`src/rtl/fetch_stage.sv`:
```
// ---------------------------------------------------------------------------
// fetch_stage
//
// Instruction fetch stage. It issues one read on memory port 1, then latches
// the returned word together with its address and offers it to decode. It
// runs as a three-state loop: request, response, hold. Memory port 1 is a
// synchronous read, so mem_ir carries the data for the address presented on
// the previous cycle.
//
// Ports
//   clk          rising-edge clock
//   reset        asynchronous active-high reset
//   redirect     branch/jump taken: restart fetching at redirect_pc
//   redirect_pc  target address for redirect
//   stall        hazard hold from control; blocks only the hold handshake
//   inst_ready   decode accepts inst this cycle
//   mem_ir       port-1 read data, valid the cycle after a1/r1
//   a1           port-1 address (always the current pc)
//   r1           port-1 read strobe, high in the request state
//   w1           port-1 write strobe, tied low
//   inst         latched instruction word
//   inst_pc      address inst was fetched from
//   inst_valid   inst/inst_pc hold an instruction waiting for decode
//   fetch_count  number of instructions accepted by decode (16-bit wrap)
// ---------------------------------------------------------------------------
module fetch_stage #(
  parameter logic [15:0] RESET_PC = 16'h0000,
  parameter logic [15:0] PC_STEP  = 16'h0001
) (
  input  logic        clk,
  input  logic        reset,
  input  logic        redirect,
  input  logic [15:0] redirect_pc,
  input  logic        stall,
  input  logic        inst_ready,
  input  logic [15:0] mem_ir,
  output logic [15:0] a1,
  output logic        r1,
  output logic        w1,
  output logic [15:0] inst,
  output logic [15:0] inst_pc,
  output logic        inst_valid,
  output logic [15:0] fetch_count
);

  typedef enum logic [1:0] {
    S_REQ,
    S_RESP,
    S_HOLD
  } state_t;

  state_t      state;
  logic [15:0] pc;
  logic        r1_q;

  // NOTE: all state below is updated with non-blocking assignments so every
  // register samples the values from before the edge, independent of order.
  always_ff @(posedge clk or posedge reset) begin
    if (reset) begin
      state       <= S_REQ;
      pc          <= RESET_PC;
      inst        <= 16'h0000;
      inst_pc     <= 16'h0000;
      inst_valid  <= 1'b0;
      fetch_count <= 16'h0000;
      r1_q        <= 1'b1;
    end else if (redirect) begin
      // Redirect wins in every state. In S_RESP the word arriving on mem_ir
      // belongs to the abandoned path, so inst/inst_pc are left untouched.
      state      <= S_REQ;
      pc         <= redirect_pc;
      inst_valid <= 1'b0;
      r1_q       <= 1'b1;
    end else begin
      case (state)
        S_REQ: begin
          state <= S_RESP;
          r1_q  <= 1'b0;
        end
        S_RESP: begin
          inst       <= mem_ir;
          inst_pc    <= pc;
          pc         <= pc + PC_STEP;
          inst_valid <= 1'b1;
          state      <= S_HOLD;
        end
        S_HOLD: begin
          if (inst_ready && !stall) begin
            fetch_count <= fetch_count + 16'h0001;
            inst_valid  <= 1'b0;
            state       <= S_REQ;
            r1_q        <= 1'b1;
          end
        end
        default: begin
          state      <= S_REQ;
          inst_valid <= 1'b0;
          r1_q       <= 1'b1;
        end
      endcase
    end
  end

  // The read strobe is kept as its own register (high exactly in S_REQ) so
  // the memory sees a glitch-free strobe straight from a flop.
  assign a1 = pc;
  assign r1 = r1_q;
  assign w1 = 1'b0;

endmodule

```
`config.mk`:
```
export PLATFORM = sky130hd
export DESIGN_NAME = fetch_stage
export DESIGN_NICKNAME = d
export VERILOG_FILES = /design/src/rtl/fetch_stage.sv
export SDC_FILE = /design/constraint.sdc
export NUM_CORES = 1
export LEC_CHECK = 0
export ABC_AREA = 1
export CAP_MARGIN = 0
export CORE_ASPECT_RATIO = 1.1
export CORE_MARGIN = 2
export CORE_UTILIZATION = 47
export DETAILED_ROUTE_END_ITERATION = 10
export GPL_TIMING_DRIVEN = 1
export PLACE_DENSITY = 0.86
export SLEW_MARGIN = 20
export SYNTH_ARGS = -nofsm -noshare
export SYNTH_HDL_FRONTEND = slang
export SYNTH_SLANG_ARGS = --single-unit
```
`constraint.sdc`:
```
create_clock -name clk -period 3.4 [get_ports clk]
set_input_delay 1.02 -clock clk [delete_from_list [all_inputs] [get_ports clk]]
set_output_delay 1.02 -clock clk [all_outputs]
set_load 0.005 [all_outputs]
```
Word level (Yosys, flattened, before mapping)
Cells that the tools add are included.
Cells by class
  $add $sub $neg: 2
  mux-type cells: 11
  eq/ne operators: 5
  bitwise operators: 1
  reduce and logical (&&, ||, !) cells: 8
Operator list (count)
  $add 16x1->16 const B: 2
  $mux 16: 2
  $pmux 1 s3: 2
  $pmux 2 s3: 1
  $reduce_and 2->1: 3
  $mux 1: 4
  $mux 2: 2
  $ne 2x2->1 const B: 2
  $ne 3x3->1 const B: 1
  $reduce_and 3->1: 1
  $eq 2x1->1 const B: 1
  $eq 2x2->1 const B: 1
  $logic_not 2->1: 1
  $reduce_bool 2->1: 1
  $logic_and 1x1->1: 1
  $logic_not 1->1: 1
  $not 1->1: 1
Storage, ports and cells
  flip-flop bits (word level): 68
  logic and storage cells: 34
  input port bits: 37

Longest topological paths before layout
Gate-level depths: netlist of the first run.
  depth in word-level cells: 5
  depth in mapped cells: 9

Worst setup path after synthesis of the first run
Ideal clock, no wire load.
  kind: input to register
  start: input redirect
  end: register fetch_count[5]
  cell stages on the path: 6
  path buffers: 1
  arrival: 1.769 ns
  setup slack: 1.507 ns
  path through: buf_6 nor2_4 nand3_4 nor2_1 nand2_1 xor2_1
Between the ends
  word-level cells in the longest chain between the ends: 2
RTL lines
  start, declared: line 32  | input logic redirect,
  $not 1->1 (no source line)
  $reduce_and 3->1 (no source line)
  end signal, assigned: line 89  | fetch_count <= fetch_count + 16'h0001;
  end, declared: line 43  | output logic [15:0] fetch_count
Every way passes these cells.
A chain may end at the register's enable or synchronous reset.

Final worst setup path of the first run
  start: register pc[9], in the netlist a1[9]
  end: output a1[9]
RTL lines
  start, declared: line 53  | logic [15:0] pc;
  start signal, assigned: line 71  | pc <= redirect_pc;
  start signal, assigned: line 83  | pc <= pc + PC_STEP;
  end, declared: line 37  | output logic [15:0] a1,
No word-level cell between the ends.

==> impl_metrics.py, run 1 <==
metrics = {
    "timing": {
        "fin_crit_ns": 2.40,
        "slew_headroom_pct": 65.4,
        "max_freq_mhz": 417,
        "tightest_slew_ns": 0.518,
        "final.setup.tns_ns": 0,
        "slew_violations": 0,
        "rsz0062_at_grt": "no",
        "setup_viol_count_final": 0,
        "fin_crit_sh_pct": 70.5,
        "hold_violations": 0,
        "fin_skew_ns": 0.00799,
    },
    "detailed_routing": {
        "wl_per_cell_um": 13.9,
        "first_pass_iters": 4,
        "wl_um": 8710,
        "vias": 3166,
        "final_antenna_net_count": 0,
        "drt-initial-drc-count": 215,
        "post-route-drc-count": 0,
        "viasPerCell": 5.06,
    },
    "floorplanning": {
        "pin_count": 104,
        "dieWidth_um": 84.7,
        "die_h_um": 92.8,
        "core_um2": 6970,
        "start_util_pct": 48.4,
        "die_area_um2": 7870,
        "fp-row-count": 32,
    },
    "finish": {
        "nets": 575,
        "postLayoutCellArea_um2": 4700,
        "areaGrowthSynthToFinish_pct": 39.6,
        "drive_gt1_share_pct": 7.21,
        "fillers": 567,
        "diodes": 0,
        "final_util_pct": 67.5,
        "stdcell_count": 626,
    },
    "yosys": {
        "synthTopCellsByCount": "169 x nand2_1, 67 x dfrtp_1, 46 x nor2_1, 39 x inv_1, 26 x o21ai_0",
        "synthesis.area_um2": 3370,
        "async_reset_ff_share_pct": 100,
        "syn_inst": 431,
        "synth_area_leaders": "dfrtp_1 50%, nand2_1 19%, nor2_1 5.1%, inv_1 4.3%, o21ai_0 3.9%",
        "synth-edff-count": 0,
        "synth-seq-cells": 68,
        "yosysWarnings": 0,
        "yosysSeqAreaShare_pct": 50.5,
        "synth_top_cell_area_share_pct": 49.7,
        "syn_area_per_cell_um2": 7.82,
        "synth_top_cell_by_area": "dfrtp_1",
        "synth_cell_types": 31,
        "synth_top_flop_cell": "dfrtp_1",
        "yosys.cell_count.top_type": "nand2_1",
        "syn_nets": 470,
    },
    "place": {
        "postPlaceCellArea_um2": 4430,
        "gp_congestion": 0.891,
        "io_buffers": 102,
        "dp_cells": 610,
        "hpwlAfterDp_um": 6130,
    },
    "clock_tree": {
        "cts_resized": 0,
        "cts_hold_buf": 0,
        "clkLatencyLatePin_ns": 0.34,
        "clk_pin_slew_ns": 0.08,
        "clkSinkCount": 68,
        "ctsHtreeMaxLevel": 3,
        "postCtsSetupRepairBufs": 0,
        "clock-root-buffer": "clkbuf_8",
        "clockBufferDepth": 2,
        "cts_tree": "yes",
        "cts_made_buffers": 9,
    },
    "critical_path": {
        "cp-end-kind": "output port",
        "critical-path-slowest-cell": "clkdlybuf4s50_1",
        "path_delay_family": "buffers and inverters",
        "cp-start-kind": "flip-flop",
        "crit_required_ns": 2.38,
        "path_max_fanout": 6,
        "crit_buf_inv": 1,
        "worstPathArrival_ns": 1.38,
        "crit_type": "reg2out",
        "crit_chain": "clkdlybuf4s50_1",
        "cp_slowest_stage_delay_ns": 0.57,
    },
    "power_and_ir_drop": {
        "ir_drop_v": 0.000373,
        "p_leak_nw": 2.20,
        "power_density_nw_per_um2": 602,
    },
    "grt": {
        "track_usage_pct": 22.8,
        "grt_pass1_wl_um": 14200,
        "grt_max_degree": 51,
        "antenna_found_initial": 0,
        "grt_pass1_vias": 3108,
        "grt_overflow": 0,
    },
    "hold_path": {
        "hold_class": "reg2reg",
    },
    "status": {
        "outcome": "finished, final reports clean",
    },
    "run": {
        "cap_viol_max_count": 0,
    },
}
-- stage by stage --
step           power, mW  hold slack, ns  setup WS, ns
2_1_floorplan       1.45           0.472         0.670
3_3_place_gp        1.93           0.464         0.799
3_5_place_dp        1.95           0.465         0.738
4_1_cts             2.85           0.484         0.985
5_1_grt             2.99           0.495         0.921
6_report            2.83           0.481          1.00
-- kinds of logic after synthesis --
| logic type | after synthesis | synth area share, % |
|---|---|---|
| AO/OA/AOI/OAI | 42 | 7.31 |
| XOR/XNOR | 9 | 2.34 |
| flip-flops | 68 | 50.5 |
| AND/OR/NAND/NOR | 254 | 31.4 |
| other | 1 | 0.111 |
| adder cells (fa/ha/maj) | 2 | 0.742 |
| buffers and inverters | 55 | 7.61 |
-- registers in the layout, indices dropped and copies added (netlist names) --
name and cells:
r1 1, inst_pc 16, inst 16, inst_valid 1, state 2, a1 16
fetch_count 16
-- cell type report --
type / count / area, um2 / area share (%)
inverters: 43 / 161 / 3.43
multi-input cells: 308 / 1410 / 30.0
flip-flops and latches: 68 / 1700 / 36.2
clock buffers: 10 / 138 / 2.93
repair buffers: 106 / 1050 / 22.3
well taps: 85 / 106 / 2.26
clock inverters: 6 / 134 / 2.85
-- cell usage in the layout (no fill, tap or decap), types with 3 or more instances in the layout --
| cell | n |
|---|---|
| dfrtp_1 | 67 |
| o21ai_0 | 26 |
| nand3_1 | 18 |
| nand2_2 | 4 |
| xnor2_1 | 3 |
| clkdlybuf4s50_1 | 102 |
| bufinv_16 | 4 |
| o211ai_1 | 4 |
| nor2_4 | 4 |
| nand2_1 | 169 |
| nand4_1 | 7 |
| clkbuf_8 | 10 |
| xor2_1 | 6 |
| nor2_2 | 3 |
| buf_4 | 4 |
| inv_2 | 4 |
| o21ai_1 | 3 |
| a21oi_1 | 3 |
| inv_1 | 38 |
| nor2_1 | 46 |
-- routing by layer --
layer,share of wire [%],GRT usage [%],wire (um),up-vias
li1,-,-,-,1557
met3,6.1,4.63,535,16
met5,0,0,0,-
met4,2.0,11.2,174,0
met2,50,37.4,4310,124
met1,42,28.7,3680,1469
-- power breakdown --
group / total [mW] / switching, mW / internal [mW]
clock: 0.893 / 0.311 / 0.583
combinational: 0.774 / 0.315 / 0.459
sequential: 1.17 / 0.170 / 0.997
total: 2.83 / 0.796 / 2.04
-- worst reg2reg max path: cells and delay by family, from the launching register on --
family                 cells  cell delay (ns)
DFF                        1             0.47
AOI/OAI and AO/OA          2             0.47
buffers and inverters      1             0.42
and+or+nand+nor            2             0.17
-- final timing paths --
check | startpoint | endpoint | slack (ns) | cells past startpoint
max in group asynchronous | reset | inst_pc[5]$_DFFE_PP0P_ | 1.91 | 3
setup / recovery | a1[9]$_DFFE_PP0P_ | a1[9] | 1.00 | 1
min in group asynchronous | reset | fetch_count[6]$_DFFE_PP0P_ | 1.08 | 3
setup reg to reg | state[1]$_DFFE_PP0P_ | r1$_DFFE_PP1P_ | 1.78 | 5
hold reg to reg | inst[11]$_DFFE_PP0P_ | inst[11]$_DFFE_PP0P_ | 0.48 | 2
hold / removal | inst[11]$_DFFE_PP0P_ | inst[11]$_DFFE_PP0P_ | 0.48 | 2
No activity file was read; power rests on OpenSTA's default activity.
==> run 2: changes to the inputs <==
- CORE_UTILIZATION: 47 -> 42
- PLACE_DENSITY: 0.86 -> 0.82
- clock period: 3.4 -> 2.2 ns (I/O delays scaled with it)
==> run 2 against run 1 <==
- hold slack about the same
- combinational power increased by 56%
- highest routed layer unchanged
- utilization down 7.5 points
- sequential cell count unchanged
- die area up 11%
- clock-buffer cell count down 1
- power is 40% higher
- sequential power is 54% higher
==> impl_metrics.py, run 2 (same netlist as run 1, synthesis figures left out) <==
metrics = {
    "status": {
        "outcome": "finished, final reports clean",
    },
    "floorplanning": {
        "die_area_um2": 8760,
        "core_um2": 7870,
        "start_util_pct": 42.8,
        "dieWidth_um": 89.4,
        "pin_count": 104,
        "die_h_um": 98.0,
        "fp-row-count": 34,
    },
    "clock_tree": {
        "cts_tree": "yes",
        "postCtsSetupRepairBufs": 0,
        "clockBufferDepth": 2,
        "clock-root-buffer": "clkbuf_8",
        "cts_hold_buf": 0,
        "cts_made_buffers": 9,
        "clkSinkCount": 68,
        "ctsHtreeMaxLevel": 3,
        "cts_resized": 0,
        "clkLatencyLatePin_ns": 0.35,
        "clk_pin_slew_ns": 0.09,
    },
    "finish": {
        "final_util_pct": 60.0,
        "drive_gt1_share_pct": 8.39,
        "stdcell_count": 656,
        "final_common_cell": "nand2_1",
        "nets": 582,
        "areaGrowthSynthToFinish_pct": 40.2,
        "mostFrequentLayoutCells": "169 x nand2_1, 102 x clkdlybuf4s50_1, 67 x dfrtp_1",
        "diodes": 0,
    },
    "timing": {
        "holdWs_ns": 0.481,
        "fin_crit_sh_pct": 92.6,
        "fin_skew_ns": 0.0199,
        "rsz0062_at_grt": "no",
        "max_freq_mhz": 491,
        "slew_violations": 0,
        "setup_viol_count_final": 0,
        "final.setup.tns_ns": 0,
        "fin_crit_ns": 2.04,
        "hold_violations": 0,
    },
    "critical_path": {
        "cp-end-kind": "output port",
        "path_max_fanout": 2,
        "path_delay_family": "flip-flops",
        "crit_type": "reg2out",
        "crit_chain": "clkdlybuf4s50_1",
        "crit_buf_inv": 1,
        "worstPathArrival_ns": 1.38,
        "cp_slowest_stage_delay_ns": 0.54,
        "critical-path-slowest-cell": "dfstp_2",
        "crit_required_ns": 1.54,
        "cp-start-kind": "flip-flop",
    },
    "grt": {
        "track_usage_pct": 20.3,
        "antenna_found_initial": 0,
        "grt_overflow": 0,
        "grt_pass1_wl_um": 13900,
        "grt_max_degree": 46,
        "grt_pass1_vias": 3039,
    },
    "place": {
        "hpwlAfterDp_um": 6280,
        "gp_congestion": 0.809,
        "dp_cells": 640,
        "io_buffers": 102,
    },
    "detailed_routing": {
        "vias": 3144,
        "wl_um": 8540,
        "drt-initial-drc-count": 146,
        "wl_per_cell_um": 13.0,
        "first_pass_iters": 4,
        "final_antenna_net_count": 0,
        "viasPerCell": 4.79,
        "post-route-drc-count": 0,
    },
    "power_and_ir_drop": {
        "p_leak_nw": 2.18,
        "ir_drop_v": 0.000407,
        "power_density_nw_per_um2": 839,
        "p_total_mw": 3.96,
    },
    "run": {
        "cap_viol_max_count": 0,
    },
    "hold_path": {
        "hold_class": "reg2reg",
    },
}
## run 2: cell type report
| cell class | count | area, um2 |
|---|---|---|
| fill | 666 | 3150 |
| sequential | 68 | 1700 |
| multi-input combinational | 308 | 1410 |
| timing repair buffer | 113 | 1130 |
| inverter | 43 | 165 |
| tap | 108 | 135 |
| clock buffer | 9 | 124 |
| clock inverter | 7 | 57.6 |
## run 2: worst paths after layout
check                               startpoint                  end  slack (ns)  depth (start not counted)
min in group asynchronous                reset  inst[3]$_DFFE_PP0P_        0.74                          3
max in group asynchronous                reset       r1$_DFFE_PP1P_        1.12                          3
min                        inst[1]$_DFFE_PP0P_  inst[1]$_DFFE_PP0P_        0.48                          2
min reg2reg                inst[1]$_DFFE_PP0P_  inst[1]$_DFFE_PP0P_        0.48                          2
max reg2reg                  a1[1]$_DFFE_PP0P_   a1[14]$_DFFE_PP0P_        0.60                          8
max                             r1$_DFFE_PP1P_                   r1        0.16                          1
## run 2: metrics by stage
| step | setup WS (ns) | instance area (um2) |
|---|---|---|
| finish | 0.163 | 4720 |
| global route | 0.0743 | 4720 |
| CTS | 0.132 | 4720 |
| detailed placement | 0.0406 | 4540 |
| global placement | 0.104 | 4540 |
| floorplan | 0.667 | 3370 |
## run 2: metal layers
layer  wire, um  track usage, %  up-vias  share of wire, %
li1           -               -     1568                 -
met1       3650            25.7     1453                43
met2       4130            32.8      113                48
met3        637            6.17       10               7.5
met4        116            6.54        0               1.4
met5          0               0        -                 0
## run 2: power breakdown
| group | internal (mW) | switching [mW] |
|---|---|---|
| clock | 0.424 | 0.534 |
| combinational | 0.725 | 0.482 |
| sequential | 1.54 | 0.257 |
